<file path="config.mk">
export PLATFORM = sky130hd
export DESIGN_NAME = ecg_tx_packetizer_flat
export DESIGN_NICKNAME = d
export VERILOG_FILES = /design/src/rtl/ecg_uart_pkg.sv /design/src/rtl/ecg_tx_packetizer_if.sv /design/src/rtl/sample_fifo.sv /design/src/rtl/ecg_tx_packetizer.sv /design/src/flat_wrapper.sv
export SDC_FILE = /design/constraint.sdc
export NUM_CORES = 1
export LEC_CHECK = 0
export ABC_CLOCK_PERIOD_IN_PS = 6200
export BUFFER_PORTS_ARGS = -buffer_cell sky130_fd_sc_hd__buf_4
export CORE_MARGIN = 2
export CORE_UTILIZATION = 42
export DETAILED_ROUTE_END_ITERATION = 8
export HOLD_SLACK_MARGIN = 0.1
export PLACE_DENSITY = 0.61
export SYNTH_ARGS = -nofsm -noshare
export SYNTH_HDL_FRONTEND = slang
export SYNTH_SLANG_ARGS = --single-unit
</file>
<file path="constraint.sdc">
create_clock -name Clk -period 6.2 [get_ports Clk]
set_input_delay 0.93 -clock Clk [delete_from_list [all_inputs] [get_ports Clk]]
set_output_delay 0.93 -clock Clk [all_outputs]
set_load 0.1 [all_outputs]
</file>
<file path="src/rtl/ecg_uart_pkg.sv">
// rtl/ecg_uart_pkg.sv - shared packet constants and transmitter state encoding
package ecg_uart_pkg;

    localparam logic [7:0] SYNC_BYTE_DEFAULT = 8'hA5;
    localparam int         PKT_LEN           = 5;

    typedef enum logic [1:0] {
        ST_IDLE,
        ST_ISSUE,
        ST_WAIT_ACK,
        ST_WAIT_DONE
    } tx_state_e;

    function automatic logic [7:0] pkt_chk(input logic [7:0] seq, input logic [15:0] s);
        return seq ^ s[15:8] ^ s[7:0];
    endfunction

endpackage

</file>
<file path="src/rtl/ecg_tx_packetizer_if.sv">
// rtl/ecg_tx_packetizer_if.sv - sample input, UART handshake and status signals
interface ecg_tx_packetizer_if #(
    parameter int LEVEL_W = 4
);
    logic               sample_valid;
    logic [15:0]        sample;
    logic               tx_busy;
    logic               tx_start;
    logic [7:0]         tx_data;
    logic [LEVEL_W-1:0] fifo_level;
    logic               overflow;

    // master is the sample source plus the UART; slave is the packetizer
    modport master (
        output sample_valid, sample, tx_busy,
        input  tx_start, tx_data, fifo_level, overflow
    );

    modport slave (
        input  sample_valid, sample, tx_busy,
        output tx_start, tx_data, fifo_level, overflow
    );
endinterface

</file>
<file path="src/rtl/sample_fifo.sv">
// rtl/sample_fifo.sv - first-word-fall-through FIFO; a push into an empty FIFO is visible next cycle
module sample_fifo #(
    parameter int WIDTH = 16,
    parameter int DEPTH = 8
) (
    input  logic                   Clk,
    input  logic                   nRst,
    input  logic                   push,
    input  logic                   pop,
    input  logic [WIDTH-1:0]       din,
    output logic [WIDTH-1:0]       dout,
    output logic                   empty,
    output logic                   full,
    output logic [$clog2(DEPTH):0] level
);
    localparam int AW = $clog2(DEPTH);
    localparam int LW = AW + 1;

    logic [WIDTH-1:0] mem_q [DEPTH];
    logic [AW-1:0]    wr_ptr_q, wr_ptr_d;
    logic [AW-1:0]    rd_ptr_q, rd_ptr_d;
    logic [LW-1:0]    level_q, level_d;
    logic             do_push, do_pop;

    assign empty   = (level_q == '0);
    assign full    = (level_q == LW'(DEPTH));
    assign do_pop  = pop & ~empty;
    // a full FIFO still accepts a push when the same cycle frees a slot
    assign do_push = push & (~full | do_pop);

    always_comb begin
        wr_ptr_d = wr_ptr_q + AW'(do_push);
        rd_ptr_d = rd_ptr_q + AW'(do_pop);
        level_d  = level_q + LW'(do_push) - LW'(do_pop);
    end

    always_ff @(posedge Clk or negedge nRst) begin
        if (!nRst) begin
            wr_ptr_q <= '0;
            rd_ptr_q <= '0;
            level_q  <= '0;
        end else begin
            wr_ptr_q <= wr_ptr_d;
            rd_ptr_q <= rd_ptr_d;
            level_q  <= level_d;
        end
    end

    always_ff @(posedge Clk) begin
        if (do_push) begin
            mem_q[wr_ptr_q] <= din;
        end
    end

    assign dout  = mem_q[rd_ptr_q];
    assign level = level_q;

endmodule

</file>
<file path="src/rtl/ecg_tx_packetizer.sv">
// rtl/ecg_tx_packetizer.sv - frames each ECG sample as SYNC,seq,hi,lo,chk and hands bytes to a UART
module ecg_tx_packetizer
    import ecg_uart_pkg::*;
#(
    parameter int         FIFO_DEPTH = 8,
    parameter logic [7:0] SYNC_BYTE  = SYNC_BYTE_DEFAULT
) (
    input  logic                Clk,
    input  logic                nRst,
    ecg_tx_packetizer_if.slave  bus
);
    localparam int LEVEL_W = $clog2(FIFO_DEPTH) + 1;

    tx_state_e          state_q, state_d;
    logic [2:0]         index_q, index_d;
    logic [7:0]         seq_q, seq_d;
    logic [15:0]        sample_q, sample_d;
    logic [7:0]         chk_q, chk_d;
    logic               tx_start_q, tx_start_d;
    logic [7:0]         tx_data_q, tx_data_d;
    logic               overflow_q, overflow_d;
    logic               pop, load;
    logic               fifo_empty, fifo_full;
    logic [15:0]        fifo_dout;
    logic [LEVEL_W-1:0] fifo_level;

    sample_fifo #(
        .WIDTH (16),
        .DEPTH (FIFO_DEPTH)
    ) u_fifo (
        .Clk   (Clk),
        .nRst  (nRst),
        .push  (bus.sample_valid),
        .pop   (pop),
        .din   (bus.sample),
        .dout  (fifo_dout),
        .empty (fifo_empty),
        .full  (fifo_full),
        .level (fifo_level)
    );

    function automatic logic [7:0] sel_byte(input logic [2:0]  idx,
                                            input logic [7:0]  seq,
                                            input logic [15:0] s,
                                            input logic [7:0]  chk);
        case (idx)
            3'd0:    return SYNC_BYTE;
            3'd1:    return seq;
            3'd2:    return s[15:8];
            3'd3:    return s[7:0];
            default: return chk;
        endcase
    endfunction

    always_comb begin
        state_d    = state_q;
        index_d    = index_q;
        seq_d      = seq_q;
        sample_d   = sample_q;
        chk_d      = chk_q;
        tx_start_d = 1'b0;
        tx_data_d  = tx_data_q;
        pop        = 1'b0;
        load       = 1'b0;

        case (state_q)
            ST_IDLE: begin
                if (!fifo_empty && !bus.tx_busy) begin
                    pop      = 1'b1;
                    sample_d = fifo_dout;
                    chk_d    = pkt_chk(seq_q, fifo_dout);
                    index_d  = 3'd0;
                    load     = 1'b1;
                    state_d  = ST_ISSUE;
                end
            end
            ST_ISSUE: begin
                state_d = ST_WAIT_ACK;
            end
            ST_WAIT_ACK: begin
                if (bus.tx_busy) begin
                    state_d = ST_WAIT_DONE;
                end
            end
            ST_WAIT_DONE: begin
                if (!bus.tx_busy) begin
                    if (index_q < 3'(PKT_LEN - 1)) begin
                        index_d = index_q + 3'd1;
                        load    = 1'b1;
                        state_d = ST_ISSUE;
                    end else begin
                        seq_d   = seq_q + 8'd1;
                        state_d = ST_IDLE;
                    end
                end
            end
            default: state_d = ST_IDLE;
        endcase

        // tx_start/tx_data are registered so they are high exactly during ISSUE
        if (load) begin
            tx_start_d = 1'b1;
            tx_data_d  = sel_byte(index_d, seq_q, sample_d, chk_d);
        end
    end

    assign overflow_d = overflow_q | (bus.sample_valid & fifo_full & ~pop);

    always_ff @(posedge Clk or negedge nRst) begin
        if (!nRst) begin
            state_q    <= ST_IDLE;
            index_q    <= '0;
            seq_q      <= '0;
            sample_q   <= '0;
            chk_q      <= '0;
            tx_start_q <= 1'b0;
            tx_data_q  <= 8'h00;
            overflow_q <= 1'b0;
        end else begin
            state_q    <= state_d;
            index_q    <= index_d;
            seq_q      <= seq_d;
            sample_q   <= sample_d;
            chk_q      <= chk_d;
            tx_start_q <= tx_start_d;
            tx_data_q  <= tx_data_d;
            overflow_q <= overflow_d;
        end
    end

    assign bus.tx_start   = tx_start_q;
    assign bus.tx_data    = tx_data_q;
    assign bus.fifo_level = fifo_level;
    assign bus.overflow   = overflow_q;

endmodule

</file>
<file path="src/flat_wrapper.sv">
// flat-port wrapper written by rule: the top's interface ports become plain ports
module ecg_tx_packetizer_flat import ecg_uart_pkg::*;
#(
    parameter int         FIFO_DEPTH = 8,
    parameter logic [7:0] SYNC_BYTE  = SYNC_BYTE_DEFAULT
)
  (Clk, nRst, bus_sample_valid, bus_sample, bus_tx_busy, bus_tx_start, bus_tx_data, bus_fifo_level, bus_overflow);
  ecg_tx_packetizer_if #(.LEVEL_W(4)) bus_i ();
  input  logic Clk;
  input  logic nRst;
  input wire logic [$bits(bus_i.sample_valid)-1:0] bus_sample_valid;
  input wire logic [$bits(bus_i.sample)-1:0] bus_sample;
  input wire logic [$bits(bus_i.tx_busy)-1:0] bus_tx_busy;
  output wire logic [$bits(bus_i.tx_start)-1:0] bus_tx_start;
  output wire logic [$bits(bus_i.tx_data)-1:0] bus_tx_data;
  output wire logic [$bits(bus_i.fifo_level)-1:0] bus_fifo_level;
  output wire logic [$bits(bus_i.overflow)-1:0] bus_overflow;
  assign bus_i.sample_valid = bus_sample_valid;
  assign bus_i.sample = bus_sample;
  assign bus_i.tx_busy = bus_tx_busy;
  assign bus_tx_start = bus_i.tx_start;
  assign bus_tx_data = bus_i.tx_data;
  assign bus_fifo_level = bus_i.fifo_level;
  assign bus_overflow = bus_i.overflow;
  ecg_tx_packetizer #(.FIFO_DEPTH(FIFO_DEPTH), .SYNC_BYTE(SYNC_BYTE)) u_core (.Clk(Clk), .nRst(nRst), .bus(bus_i));
endmodule
</file>
### Word level (Yosys, flattened, before mapping)

Memories as Yosys holds them, arrays and structs flattened.
Cells that the tools add are included.
W data, S select, Z words.

* bitwise gates (word level): 13
* reductions and logical operators: 8
* add/subtract/negate cells: 6
* magnitude comparators: 1
* mux-type cells: 22
* equal/unequal tests: 10

Operators with widths (number)
* $mux W16: 2
* $pmux W8 S4: 1
* $mux W8: 2
* $xor A8 B8 Y8: 2
* $mux W3: 3
* $add A8 B1 Y8 const B: 1
* $mux W1: 8
* $pmux W2 S4: 1
* $add A3 B1 Y3: 2
* $eq A3 B2 Y1 const B: 2
* $mux W2: 3
* $pmux W3 S2: 1
* $reduce_and A3 Y1: 2
* $not A1 Y1: 5
* $add A4 B1 Y4: 1
* $and A1 B1 Y1: 4
* $eq A2 B2 Y1 const B: 2
* $eq A4 B4 Y1 const B: 1
* $logic_not A4 Y1: 1
* $ne A2 B2 Y1 const B: 2
* $sub A4 B1 Y4: 1
* $add A3 B1 Y3 const B: 1
* $eq A3 B1 Y1 const B: 1
* $logic_not A3 Y1: 1
* 8 further kinds: 10

* word-level logic and storage cells: 72
* register bits after elaboration: 57
* output and inout port bits: 14
* memories kept: 1
* RAM bits: 128
* input port bits: 20

Memory list
* u_core.u_fifo.mem_q: depth 8, bits a word 16, read ports 1, clocked after Yosys merged registers in 0, wr ports 1, line sample_fifo.sv:19 `logic [WIDTH-1:0] mem_q [DEPTH];`

### Logic depth before layout (Yosys ltp)

Gate-level depths: netlist of run 1.

* depth in word-level cells: 10
* depth in mapped cells: 13
* depth with buffers taken out: 12

### Modules after synthesis

A second synthesis of run 1 with hierarchy kept.

* cell total of the unflattened synthesis: 428
* area, all modules: 8015.2 sq um

Modules (own cells, without submodules)
* sample_fifo: area an instance 5510.3 sq um, times used 1, cells an instance 237, seq. area each 4093.9 sq um
* ecg_tx_packetizer: area an instance 2504.9 sq um, times used 1, cells an instance 191, seq. area each 1176.1 sq um

### Least setup slack after synthesis of run 1

No wires, ideal clock.

* path type: register to register
* from: register u_core.u_fifo.level_q[2] (netlist: u_core.u_fifo.level[2])
* to: memory u_core.u_fifo.mem_q[0][0], enable pin
* stages on the path, launching flop included: 11
* library setup time: 409 ps
* data required time: 5791 ps
* buffers on the path: 1
* arrival time: 3358 ps
* path slack: 2432 ps
* clock period less this slack: 3768 ps
* cell sequence: dfrtp_1 > inv_1 > ha_1 > or3b_2 > nand3_1 > buf_2 > nand3_1 > nand2_1 > inv_1 > nand2b_1 > nor3_1

* cells in the longest elaborated chain, start to end: 10
* elaborated cells between the ends (all ways): 13
* those cells by class: eq/ne (1); mux (4); bitwise (5); reduce/logical (3)

RTL lines
* from (decl): line sample_fifo.sv:22 `logic [LW-1:0] level_q, level_d;`
* from (signal assigned): line sample_fifo.sv:45 `level_q <= level_d;`
* $logic_not A4 Y1: line sample_fifo.sv:25 `assign empty = (level_q == '0);`
* $logic_not A1 Y1: line ecg_tx_packetizer.sv:68 `if (!fifo_empty && !bus.tx_busy) begin`
* $logic_and A1 B1 Y1: line ecg_tx_packetizer.sv:68
* $mux W1: line ecg_tx_packetizer.sv:68
* $mux W1: line ecg_tx_packetizer.sv:66 `case (state_q)`
* $and A1 B1 Y1: line sample_fifo.sv:27 `assign do_pop = pop & ~empty;`
* $or A1 B1 Y1 *: line sample_fifo.sv:29 `assign do_push = push & (~full | do_pop);`
* $and A1 B1 Y1 *: line sample_fifo.sv:29
* $mux W1 *: line sample_fifo.sv:50 `if (do_push) begin`
* $mux W1 (implied by the code) *: line sample_fifo.sv:51 `mem_q[wr_ptr_q] <= din;`
* to (decl): line sample_fifo.sv:19

Mark *: on every way between the ends. The rest lies on a longest branch, timed or not.

### Worst setup path after layout of run 1

* from: register u_core.u_fifo.rd_ptr_q[0]
* to: register u_core.tx_data_q[3] (netlist: u_core.bus.tx_data[3])

* cells in the longest elaborated chain, start to end: 6
* elaborated cells between the ends (all ways): 8
* those cells by class: mux (5); bitwise (2); memory (1)

RTL lines
* from (decl): line sample_fifo.sv:21 `logic [AW-1:0] rd_ptr_q, rd_ptr_d;`
* from (signal assigned): line sample_fifo.sv:44 `rd_ptr_q <= rd_ptr_d;`
* $mem_v2 Z8 W16 *
* $xor A8 B8 Y8 (2 in series): line ecg_uart_pkg.sv:15 `return seq ^ s[15:8] ^ s[7:0];`
* $mux W8: line ecg_tx_packetizer.sv:68
* $mux W8: line ecg_tx_packetizer.sv:66
* $pmux W8 S4 *: line ecg_tx_packetizer.sv:46 `case (idx)`
* to (signal assigned): line ecg_tx_packetizer.sv:126 `tx_data_q <= tx_data_d;`
* to (decl): line ecg_tx_packetizer.sv:20 `logic [7:0] tx_data_q, tx_data_d;`

Marks and branches as above.
A chain may end at the register's enable or synchronous reset.

==> results of run 1 <==
-- per-layer routing --
layer / track usage, % / vias to the layer above / part of all wire, %
li1: - / 2155 / -
met1: 23.7 / 2309 / 46
met2: 29.2 / 110 / 49
met3: 3.67 / 21 / 3.8
met4: 5.68 / 0 / 1.6
met5: 0 / - / 0
-- state kept, by name, summed over array words and instances, names as in the netlist --
signal	cells
u_core.chk_q	8
u_core.bus.tx_start	1
u_core.seq_q	8
u_core.u_fifo.mem_q	128
u_core.bus.tx_data	8
u_core.u_fifo.rd_ptr_q	3
u_core.u_fifo.level	4
u_core.index_q	3
u_core.bus.overflow	1
u_core.state_q	2
u_core.sample_q	16
u_core.u_fifo.wr_ptr_q	3
-- power groups by stage --
stage,Combinational [W],Clock [W],Sequential [W]
floorplan,0.00125,0,0.00206
global placement,0.00188,0,0.00182
detailed placement,0.00192,0,0.00183
CTS,0.00193,0.00109,0.00181
global route,0.00209,0.00113,0.00184
finish,0.00192,0.00106,0.00181
-- area by class of cell --
| class | instances | area [sq um] |
|---|---|---|
| Fill cell | 1633 | 9690 |
| Sequential cell | 185 | 5270 |
| Multi-Input combinational cell | 317 | 2490 |
| Clock buffer | 17 | 425 |
| Timing Repair Buffer | 45 | 338 |
| Tap cell | 234 | 293 |
| Clock inverter | 15 | 153 |
| Inverter | 28 | 105 |
-- kinds of logic after synthesis --
logic type / count (synthesis)
AO/OA/AOI/OAI: 94
buffers and inverters: 51
flip-flops: 185
multiplexers: 59
adder cells (fa/ha/maj): 16
XOR/XNOR: 22
AND/OR/NAND/NOR: 126
-- stage by stage --
| stage | setup slack [ns] | area (sq um) | power [W] | std cells | hold slack [ns] |
|---|---|---|---|---|---|
| 4_1_cts | 2.93 | 9080 | 0.00482 | 841 | 0.477 |
| 2_1_floorplan | 2.43 | 8040 | 0.00331 | 553 | 0.439 |
| 6_report | 2.95 | 9080 | 0.00479 | 841 | 0.473 |
| 3_3_place_gp | 3.01 | 8500 | 0.00370 | 809 | 0.452 |
| 3_5_place_dp | 2.94 | 8500 | 0.00375 | 809 | 0.460 |
| 5_1_grt | 2.75 | 9080 | 0.00506 | 841 | 0.499 |
-- cell usage in the layout, fill, tap and decap left out, types with 5 or more instances in the layout --
| cell | instances |
|---|---|
| a211oi_1 | 7 |
| a21o_1 | 8 |
| a21oi_1 | 8 |
| a22o_1 | 8 |
| a22oi_1 | 8 |
| a31oi_1 | 9 |
| and2_1 | 10 |
| buf_4 | 45 |
| clkbuf_16 | 17 |
| dfrtp_1 | 56 |
| edfxtp_1 | 128 |
| ha_1 | 15 |
| inv_1 | 27 |
| inv_6 | 6 |
| mux2i_1 | 50 |
| mux4_2 | 5 |
| nand2_1 | 63 |
| nand2b_1 | 7 |
| nand3_1 | 6 |
| nor2_1 | 18 |
| nor2b_1 | 6 |
| o21ai_0 | 10 |
| o221ai_1 | 6 |
| xnor2_1 | 9 |
| xnor3_1 | 5 |
| xor2_1 | 8 |
-- synthesized netlist by cell type (7+ instances only) --
cell type	instances	share of area (%)
inv_1	27	1.3
a31oi_1	9	0.70
a22o_1	8	0.87
a21o_1	8	0.75
clkbuf_1	7	0.33
and2_1	10	0.78
mux2i_1	50	6.2
xor2_1	8	0.87
a211oi_1	7	0.65
ha_1	15	2.3
a22oi_1	8	0.75
o21ai_0	10	0.62
xnor2_1	9	0.98
edfxtp_1	128	48
buf_2	7	0.44
dfrtp_1	57	18
nor2_1	18	0.84
a21oi_1	8	0.50
nand2b_1	7	0.54
nand2_1	63	2.9
-- worst reg2reg max path, stage by stage, from the launching register on --
cell and delay (ns):
dfrtp_2 0.94, buf_4 0.59, mux2i_1 0.15, a22o_1 0.26, a221oi_1 0.56, xnor3_1 0.33
a211oi_1 0.21, o21a_1 0.14
-- final timing paths --
| check | start | endpoint | slack [ns] | depth (start not counted) |
|---|---|---|---|---|
| max | u_core.u_fifo.rd_ptr_q[0] | u_core.bus.tx_data[3] | 2.95 | 7 |
| min | u_core.sample_q[10] | u_core.sample_q[10] | 0.47 | 2 |
| max reg2reg | u_core.u_fifo.rd_ptr_q[0] | u_core.bus.tx_data[3] | 2.95 | 7 |
| min reg2reg | u_core.sample_q[10] | u_core.sample_q[10] | 0.47 | 2 |
| max in group asynchronous | nRst | u_core.u_fifo.rd_ptr_q[0] | 5.13 | 1 |
| min in group asynchronous | nRst | u_core.state_q[1] | 0.55 | 1 |
==> results.yml, run 1 <==
floorplan:
  start_util_pct: 42.8
  core_sq_mm: 0.0188
  fp.dieH_um: 142
  die_width_um: 142
  io_pins: 34
  rows: 50
  die_area_sq_mm: 0.0203
routing:
  first_iter_violations: 300
  drt-total-wl_mm: 16.6
  via_count: 4595
  final_antenna_net_count: 0
  wl_per_cell_um: 19.8
  via_per_inst: 5.46
  drtPass1Iterations: 4
  route.detailed.drc: 0
clock_network:
  clk_latency_ns: 0.43
  cts-htree-levels: 4
  cts.hold.buffers_added: 0
  cts_resized: 0
  postCtsSetupBuffers: 0
  clock_sinks: 185
  clock_path_buffers: 2
  cts_tree: "built"
  cts_buffers: 17
  cts_root_buffer: "clkbuf_16"
  clk_pin_slew_ns: 0.07
sta:
  tightest_slew_ns: 1.10
  max_freq_mhz: 308
  fin_setup_tns_ns: 0
  min_period_ns: 3.25
  finalClockSkew_ns: 0.00866
  slew_headroom_pct: 26.6
  rsz0062_at_grt: "no"
  post-route-period-util_pct: 52.4
  maxSlewViolCount: 0
  hold_viol_final: 0
  setup_viol: 0
power_and_ir_drop:
  irDropWorstVdd_mv: 0.228
  pwr_density_cell_mw_per_mm2: 527
  internal-power_w: 0.00287
  comb_power_share_pct: 40.1
  p_sw_share_pct: 40.1
  pwr-share-seq_pct: 37.7
  clkPwrFrac_pct: 22.2
  power.switching_w: 0.00192
  p_leak_nw: 3.67
synthesis:
  yosysUniqueCellTypes: 57
  avgSynthCellArea_sq_um: 14.5
  async_flop_share_pct: 30.8
  muxShareOfSynthArea_pct: 8.75
  synth_top_family_by_area: "compound AO/OA/AOI/OAI gates"
  synth-xor-area-share_pct: 3.25
  yosys.area_share.simple_pct: 7.22
  ys_seq_area_share_pct: 65.6
  synthFlopType: "edfxtp_1"
  yosys_warnings: 0
  synth-compound-area-share_pct: 9.09
  synth-seq-cells: 185
  synthAdderAreaFrac_pct: 2.58
  syn-num-nets: 589
  synthCells: 553
  synth-edff-count: 128
  syn-cell-area_sq_mm: 0.00804
global_route:
  gr-total-overflow: 0
  grt_use_total_pct: 17.7
  grt_max_degree: 58
  grt_pass1_vias: 4770
  grt_pass1_wl_mm: 26.8
  antenna_found_initial: 0
critical_path:
  path_delay_family: "compound AO/OA/AOI/OAI gates"
  end_kind: "flop"
  critPathKind: "reg -> reg"
  worstPathCellList: "buf_4 -> mux2i_1 -> a22o_1 -> a221oi_1 -> xnor3_1 -> a211oi_1 -> o21a_1"
  crit_path_max_incr_delay_ns: 0.94
  cp-start-kind: "flop"
  timing.critical_path.buf_inv: 1
  slowest_stage: "dfrtp_2"
  crit_arrival_ns: 3.62
  worstPathRequired_ns: 6.57
  crit_path_max_fanout: 32
flow_run:
  drv_cap: 0
cells_and_area:
  syn2layout_area_growth_pct: 12.9
  drive_gt1_share_pct: 15.8
  num-nets-final: 630
  n_antenna_cell: 0
  finalCoreUtilization_pct: 48.4
placement:
  place_congestion: 0.770
  place_hpwl_mm: 11.2
  portBuffers: 33
outcome:
  status: "finished, final reports clean"
hold_path:
  min_path_type: "reg -> reg"
Power figures use the tool's default switching activity.
==> run 2: changes to the inputs <==
Settings changed: ABC_CLOCK_PERIOD_IN_PS 6200 to 3300.
Clock period 6.2 ns to 3.3 ns, I/O delays scaled along.
==> results.yml, run 2 (same netlist as run 1, synthesis figures left out) <==
sta:
  max_freq_mhz: 357
  post-route-period-util_pct: 84.9
  min_period_ns: 2.80
  fin_setup_tns_ns: 0
  slew_headroom_pct: 27.2
  finalClockSkew_ns: 0.00828
  fin_ws_ns: 0.499
  hold_viol_final: 0
  setup_viol: 0
  maxSlewViolCount: 0
  rsz0062_at_grt: "no"
  tightest_slew_ns: 1.09
  worst_hold_slack_ns: 0.132
clock_network:
  postCtsSetupBuffers: 0
  cts_buffers: 17
  clock_path_buffers: 2
  cts_root_buffer: "clkbuf_16"
  cts_tree: "built"
  cts.hold.buffers_added: 0
  clk_pin_slew_ns: 0.07
  cts_resized: 0
  clk_latency_ns: 0.43
  clock_sinks: 185
  cts-htree-levels: 4
floorplan:
  fp.dieH_um: 142
  die_area_sq_mm: 0.0203
  io_pins: 34
  core_sq_mm: 0.0188
  start_util_pct: 42.8
  die_width_um: 142
  rows: 50
power_and_ir_drop:
  pwr_density_cell_mw_per_mm2: 1000
  irDropWorstVdd_mv: 0.431
  fin_total_pwr_w: 0.00921
  p_leak_nw: 3.75
critical_path:
  cp-start-kind: "flop"
  end_kind: "flop"
  crit_path_max_incr_delay_ns: 0.50
  slowest_stage: "or4_1"
  rrSetupSlack_ns: 0.50
  crit_arrival_ns: 3.14
  cp_common_cell: "inv_1"
  critPathKind: "reg -> reg"
  worstPathRequired_ns: 3.64
  crit_path_max_fanout: 14
  worstPathCellList: "inv_1 -> ha_1 -> or4_1 -> nand2_1 -> a22oi_2 -> inv_1 -> a211oi_1 -> a311o_1 -> a221oi_2"
global_route:
  grt_use_total_pct: 17.2
  grt_pass1_wl_mm: 26.2
  busiest_layer: "met2"
  grt_pass1_vias: 4712
  grt_util_met1_pct: 24.6
  grt_max_degree: 58
  met3_usage_pct: 4.54
  use_met2_pct: 26.5
  gr-total-overflow: 0
  antenna_found_initial: 0
cells_and_area:
  drive_gt1_share_pct: 17.7
  largest_reg_flops: 128
  num-nets-final: 641
  finalCoreUtilization_pct: 49.1
  syn2layout_area_growth_pct: 14.6
  biggestRegsByFlops: "u_core.u_fifo.mem_q: 128 flops, u_core.sample_q: 16 flops"
  n_antenna_cell: 0
  seq_area_sq_mm: 0.00528
  nFillCells: 1609
  layout_common_cells: "edfxtp_1 (128), nand2_1 (63), buf_4 (54)"
  final_common_cell: "edfxtp_1"
  multiInputGateArea_sq_mm: 0.00249
  top_register: "u_core.u_fifo.mem_q"
flow_run:
  drv_cap: 0
routing:
  wl_per_cell_um: 19.1
  final_antenna_net_count: 0
  via_per_inst: 5.46
  drt-total-wl_mm: 16.3
  drtPass1Iterations: 5
  first_iter_violations: 374
  via_count: 4648
  route.detailed.drc: 0
placement:
  place_congestion: 0.818
  portBuffers: 33
  place_hpwl_mm: 10.4
  dp_slack_ns: 0.564
outcome:
  status: "finished, final reports clean"
hold_path:
  min_path_type: "in -> async"
==> run 2: cell types whose count changed in the layout (fill, tap and decap cells not counted), moves of 2 or more <==
cell        before  now
buf_4           45   54
clkinvlp_4       3    0
dfrtp_1         56   53
dfrtp_2          1    4
buf_12           0    2
clkinv_8         0    2
inv_8            3    1
==> run 2: critical path: cells and delay by family (launching register included) <==
kind                       cells  cell delay [ns]
buffers and inverters          2             0.48
and+or+nand+nor                2             0.60
DFF                            1             0.42
adders and majority gates      1             0.41
AOI/OAI and AO/OA              4             0.81
==> run 2: final timing paths <==
path                       cells after the start                         end          startpoint
min in group Clk                               1  u_core.u_fifo.mem_q[2][13]      bus_sample[13]
hold reg to reg                                2          u_core.sample_q[6]  u_core.sample_q[6]
setup reg to reg                               9       u_core.bus.tx_data[6]   u_core.state_q[0]
hold / removal                                 1       u_core.bus.tx_data[2]                nRst
setup / recovery                               9       u_core.bus.tx_data[6]   u_core.state_q[0]
max in group asynchronous                      1      u_core.u_fifo.level[3]                nRst
==> run 2: power by group <==
part | switching, W | leakage [nW] | internal (W) | total, W
clock network | 0.000935 | 0.297 | 0.00115 | 0.00208
logic | 0.00243 | 1.59 | 0.00140 | 0.00383
registers | 0.000267 | 1.86 | 0.00304 | 0.00330
total | 0.00363 | 3.75 | 0.00558 | 0.00921
==> run 2: layout make-up <==
| type | instances | share of cell area (%) |
|---|---|---|
| Timing Repair Buffer | 56 | 4.83 |
| Clock buffer | 17 | 4.62 |
| Sequential cell | 185 | 57.2 |
| Inverter | 28 | 1.14 |
| Multi-Input combinational cell | 317 | 27.1 |
| Clock inverter | 14 | 1.94 |
| Tap cell | 234 | 3.18 |
==> run 2: layer usage <==
layer  up-vias  part of all wire [%]
met2       134                    47
li1       2169                     -
met1      2328                    46
met5         -                     0
met4         0                  0.78
met3        17                   5.9
==> run 2: through the flow <==
step	std cells	cell area [sq um]
4_1_cts	851	9220
5_1_grt	851	9220
2_1_floorplan	553	8050
3_5_place_dp	820	8610
6_report	851	9220
3_3_place_gp	820	8610
==> run 3: changes to the inputs <==
Settings changed: ABC_CLOCK_PERIOD_IN_PS 3300 to 2400, PLACE_DENSITY 0.61 to 0.63.
Clock period 3.3 ns to 2.4 ns, I/O delays scaled along.
==> results.yml, run 3 (same netlist as run 1, synthesis figures left out) <==
outcome:
  status: "finished, final reports clean"
global_route:
  gr-total-overflow: 0
  grt_pass1_wl_mm: 26.6
  antenna_found_initial: 0
  grt_use_total_pct: 17.5
  grt_pass1_vias: 4749
  grt_max_degree: 58
placement:
  place_congestion: 0.789
  place_area_sq_mm: 0.00896
  dp_cells: 846
  dp_slack_ns: -0.102
  place_hpwl_mm: 11.0
  portBuffers: 33
sta:
  worst_hold_slack_ns: 0.156
  setup_viol: 0
  finalClockSkew_ns: 0.0119
  post-route-period-util_pct: 99.5
  tightest_slew_ns: 0.742
  slew_headroom_pct: 50.5
  max_freq_mhz: 419
  min_period_ns: 2.39
  maxSlewViolCount: 0
  rsz0062_at_grt: "yes"
  fin_ws_ns: 0.0131
  hold_viol_final: 0
clock_network:
  clock_sinks: 185
  cts_tree: "built"
  clock_path_buffers: 2
  clk_pin_slew_ns: 0.08
  cts_root_buffer: "clkbuf_16"
  cts-htree-levels: 4
  cts_buffers: 17
  clk_latency_ns: 0.43
cells_and_area:
  syn2layout_area_growth_pct: 22.9
  drive_gt1_share_pct: 28.1
  final_common_cell: "edfxtp_1"
  largest_reg_flops: 128
  stdcell_area_sq_mm: 0.00988
  top_register: "u_core.u_fifo.mem_q"
  biggestRegsByFlops: "u_core.u_fifo.mem_q: 128 flops, u_core.sample_q: 16 flops"
  layout_common_cells: "edfxtp_1 (128), buf_4 (85), nand2_1 (61)"
  n_antenna_cell: 0
  nFillCells: 1579
  instances_no_fill: 895
  num-nets-final: 684
floorplan:
  core_sq_mm: 0.0188
  io_pins: 34
  start_util_pct: 42.8
  rows: 50
  die_width_um: 142
  fp.dieH_um: 142
  die_area_sq_mm: 0.0203
critical_path:
  crit_path_max_incr_delay_ns: 0.49
  slowest_stage: "dfrtp_4"
  crit_arrival_ns: 2.71
  timing.critical_path.buf_inv: 4
  critPathKind: "reg -> reg"
  worstPathCellList: "inv_4 -> ha_4 -> or3b_4 -> nand3_4 -> nand3_4 -> nand2_4 -> ha_4 -> inv_2 -> ha_4 -> inv_2 -> fa_1 -> inv_1"
  cp-start-kind: "flop"
  worstPathRequired_ns: 2.72
  cp_common_cell: "ha_4"
  path_delay_family: "adder cells"
  end_kind: "flop"
  crit_path_max_fanout: 3
routing:
  wl_per_cell_um: 19.0
  final_antenna_net_count: 0
  wl_met3_um: 542
  drt-total-wl_mm: 17.0
  met1_length_mm: 7.98
  met2_length_mm: 8.29
  drtPass1Iterations: 5
  route.detailed.drc: 0
  via_per_inst: 5.30
  top_layer_used: "met4"
  via_count: 4742
  first_iter_violations: 339
power_and_ir_drop:
  comb_power_share_pct: 46.1
  pwr_density_cell_mw_per_mm2: 1370
  clkPwrFrac_pct: 20.5
  p_leak_nw: 3.99
  power.switching_w: 0.00529
  internal-power_w: 0.00825
  pwr-share-seq_pct: 33.4
  irDropWorstVdd_mv: 0.538
  p_sw_share_pct: 39.1
flow_run:
  drv_cap: 0
hold_path:
  min_path_type: "in -> reg"
[run 3: area by class of cell]
cell class                      count  area [sq um]  share of cell area (%)
Clock inverter                     14           156                    1.58
Sequential cell                   185          5280                    53.5
Clock buffer                       18           429                    4.35
Multi-Input combinational cell    317          2710                    27.5
Timing Repair Buffer               99           887                    8.98
Inverter                           28           119                    1.20
Tap cell                          234           293                    2.96
[run 3: path summary, 6_finish.rpt]
check / startpoint / to / slack (ns) / cells after the start
setup / recovery: u_core.u_fifo.level[2] / u_core.u_fifo.level[1] / 0.01 / 12
hold / removal: bus_sample[10] / u_core.u_fifo.mem_q[7][10] / 0.16 / 1
setup reg to reg: u_core.u_fifo.level[2] / u_core.u_fifo.level[1] / 0.01 / 12
hold reg to reg: u_core.sample_q[2] / u_core.sample_q[2] / 0.47 / 2
max in group asynchronous: nRst / u_core.u_fifo.level[2] / 1.30 / 2
min in group asynchronous: nRst / u_core.seq_q[2] / 0.53 / 2
[run 3: layer usage]
metal	global-route usage [%]	vias up
li1	-	2260
met1	23.8	2393
met2	28.5	77
met3	4.14	12
met4	4.79	0
met5	0	-
[run 3: worst reg2reg max path, delay by kind of cell (launching register included)]
kind,cells,cell delay [ns]
DFF,1,0.49
and+or+nand+nor,4,0.66
buffers and inverters,4,0.20
adders and majority gates,4,0.93
[run 3: through the flow]
step / power, W / utilization, % / TNS (ns)
3_5_place_dp: 0.0104 / 47.8 / -0.286
2_1_floorplan: 0.00878 / - / -8.44
4_1_cts: 0.0133 / 51.2 / -0.0236
3_3_place_gp: 0.0103 / 47.8 / -0.0841
5_1_grt: 0.0143 / 52.6 / -0.243
6_report: 0.0135 / 52.6 / 0
[run 3: repair_timing]
item,CTS,global route
pin swaps,3,9
hold endpoints to repair,57,0
endpoints found under the setup margin,8,107
buffers inserted,3,12
hold buffers,1,0
cloned,0,1
gates resized for setup,9,14
[run 3: power by group through the flow]
stage	logic, W	clock network [W]	registers (W)
after floorplan	0.00341	0	0.00537
after global placement	0.00573	0	0.00456
after detailed placement	0.00584	0	0.00460
after CTS	0.00593	0.00283	0.00454
after global routing	0.00676	0.00296	0.00460
final	0.00624	0.00277	0.00452
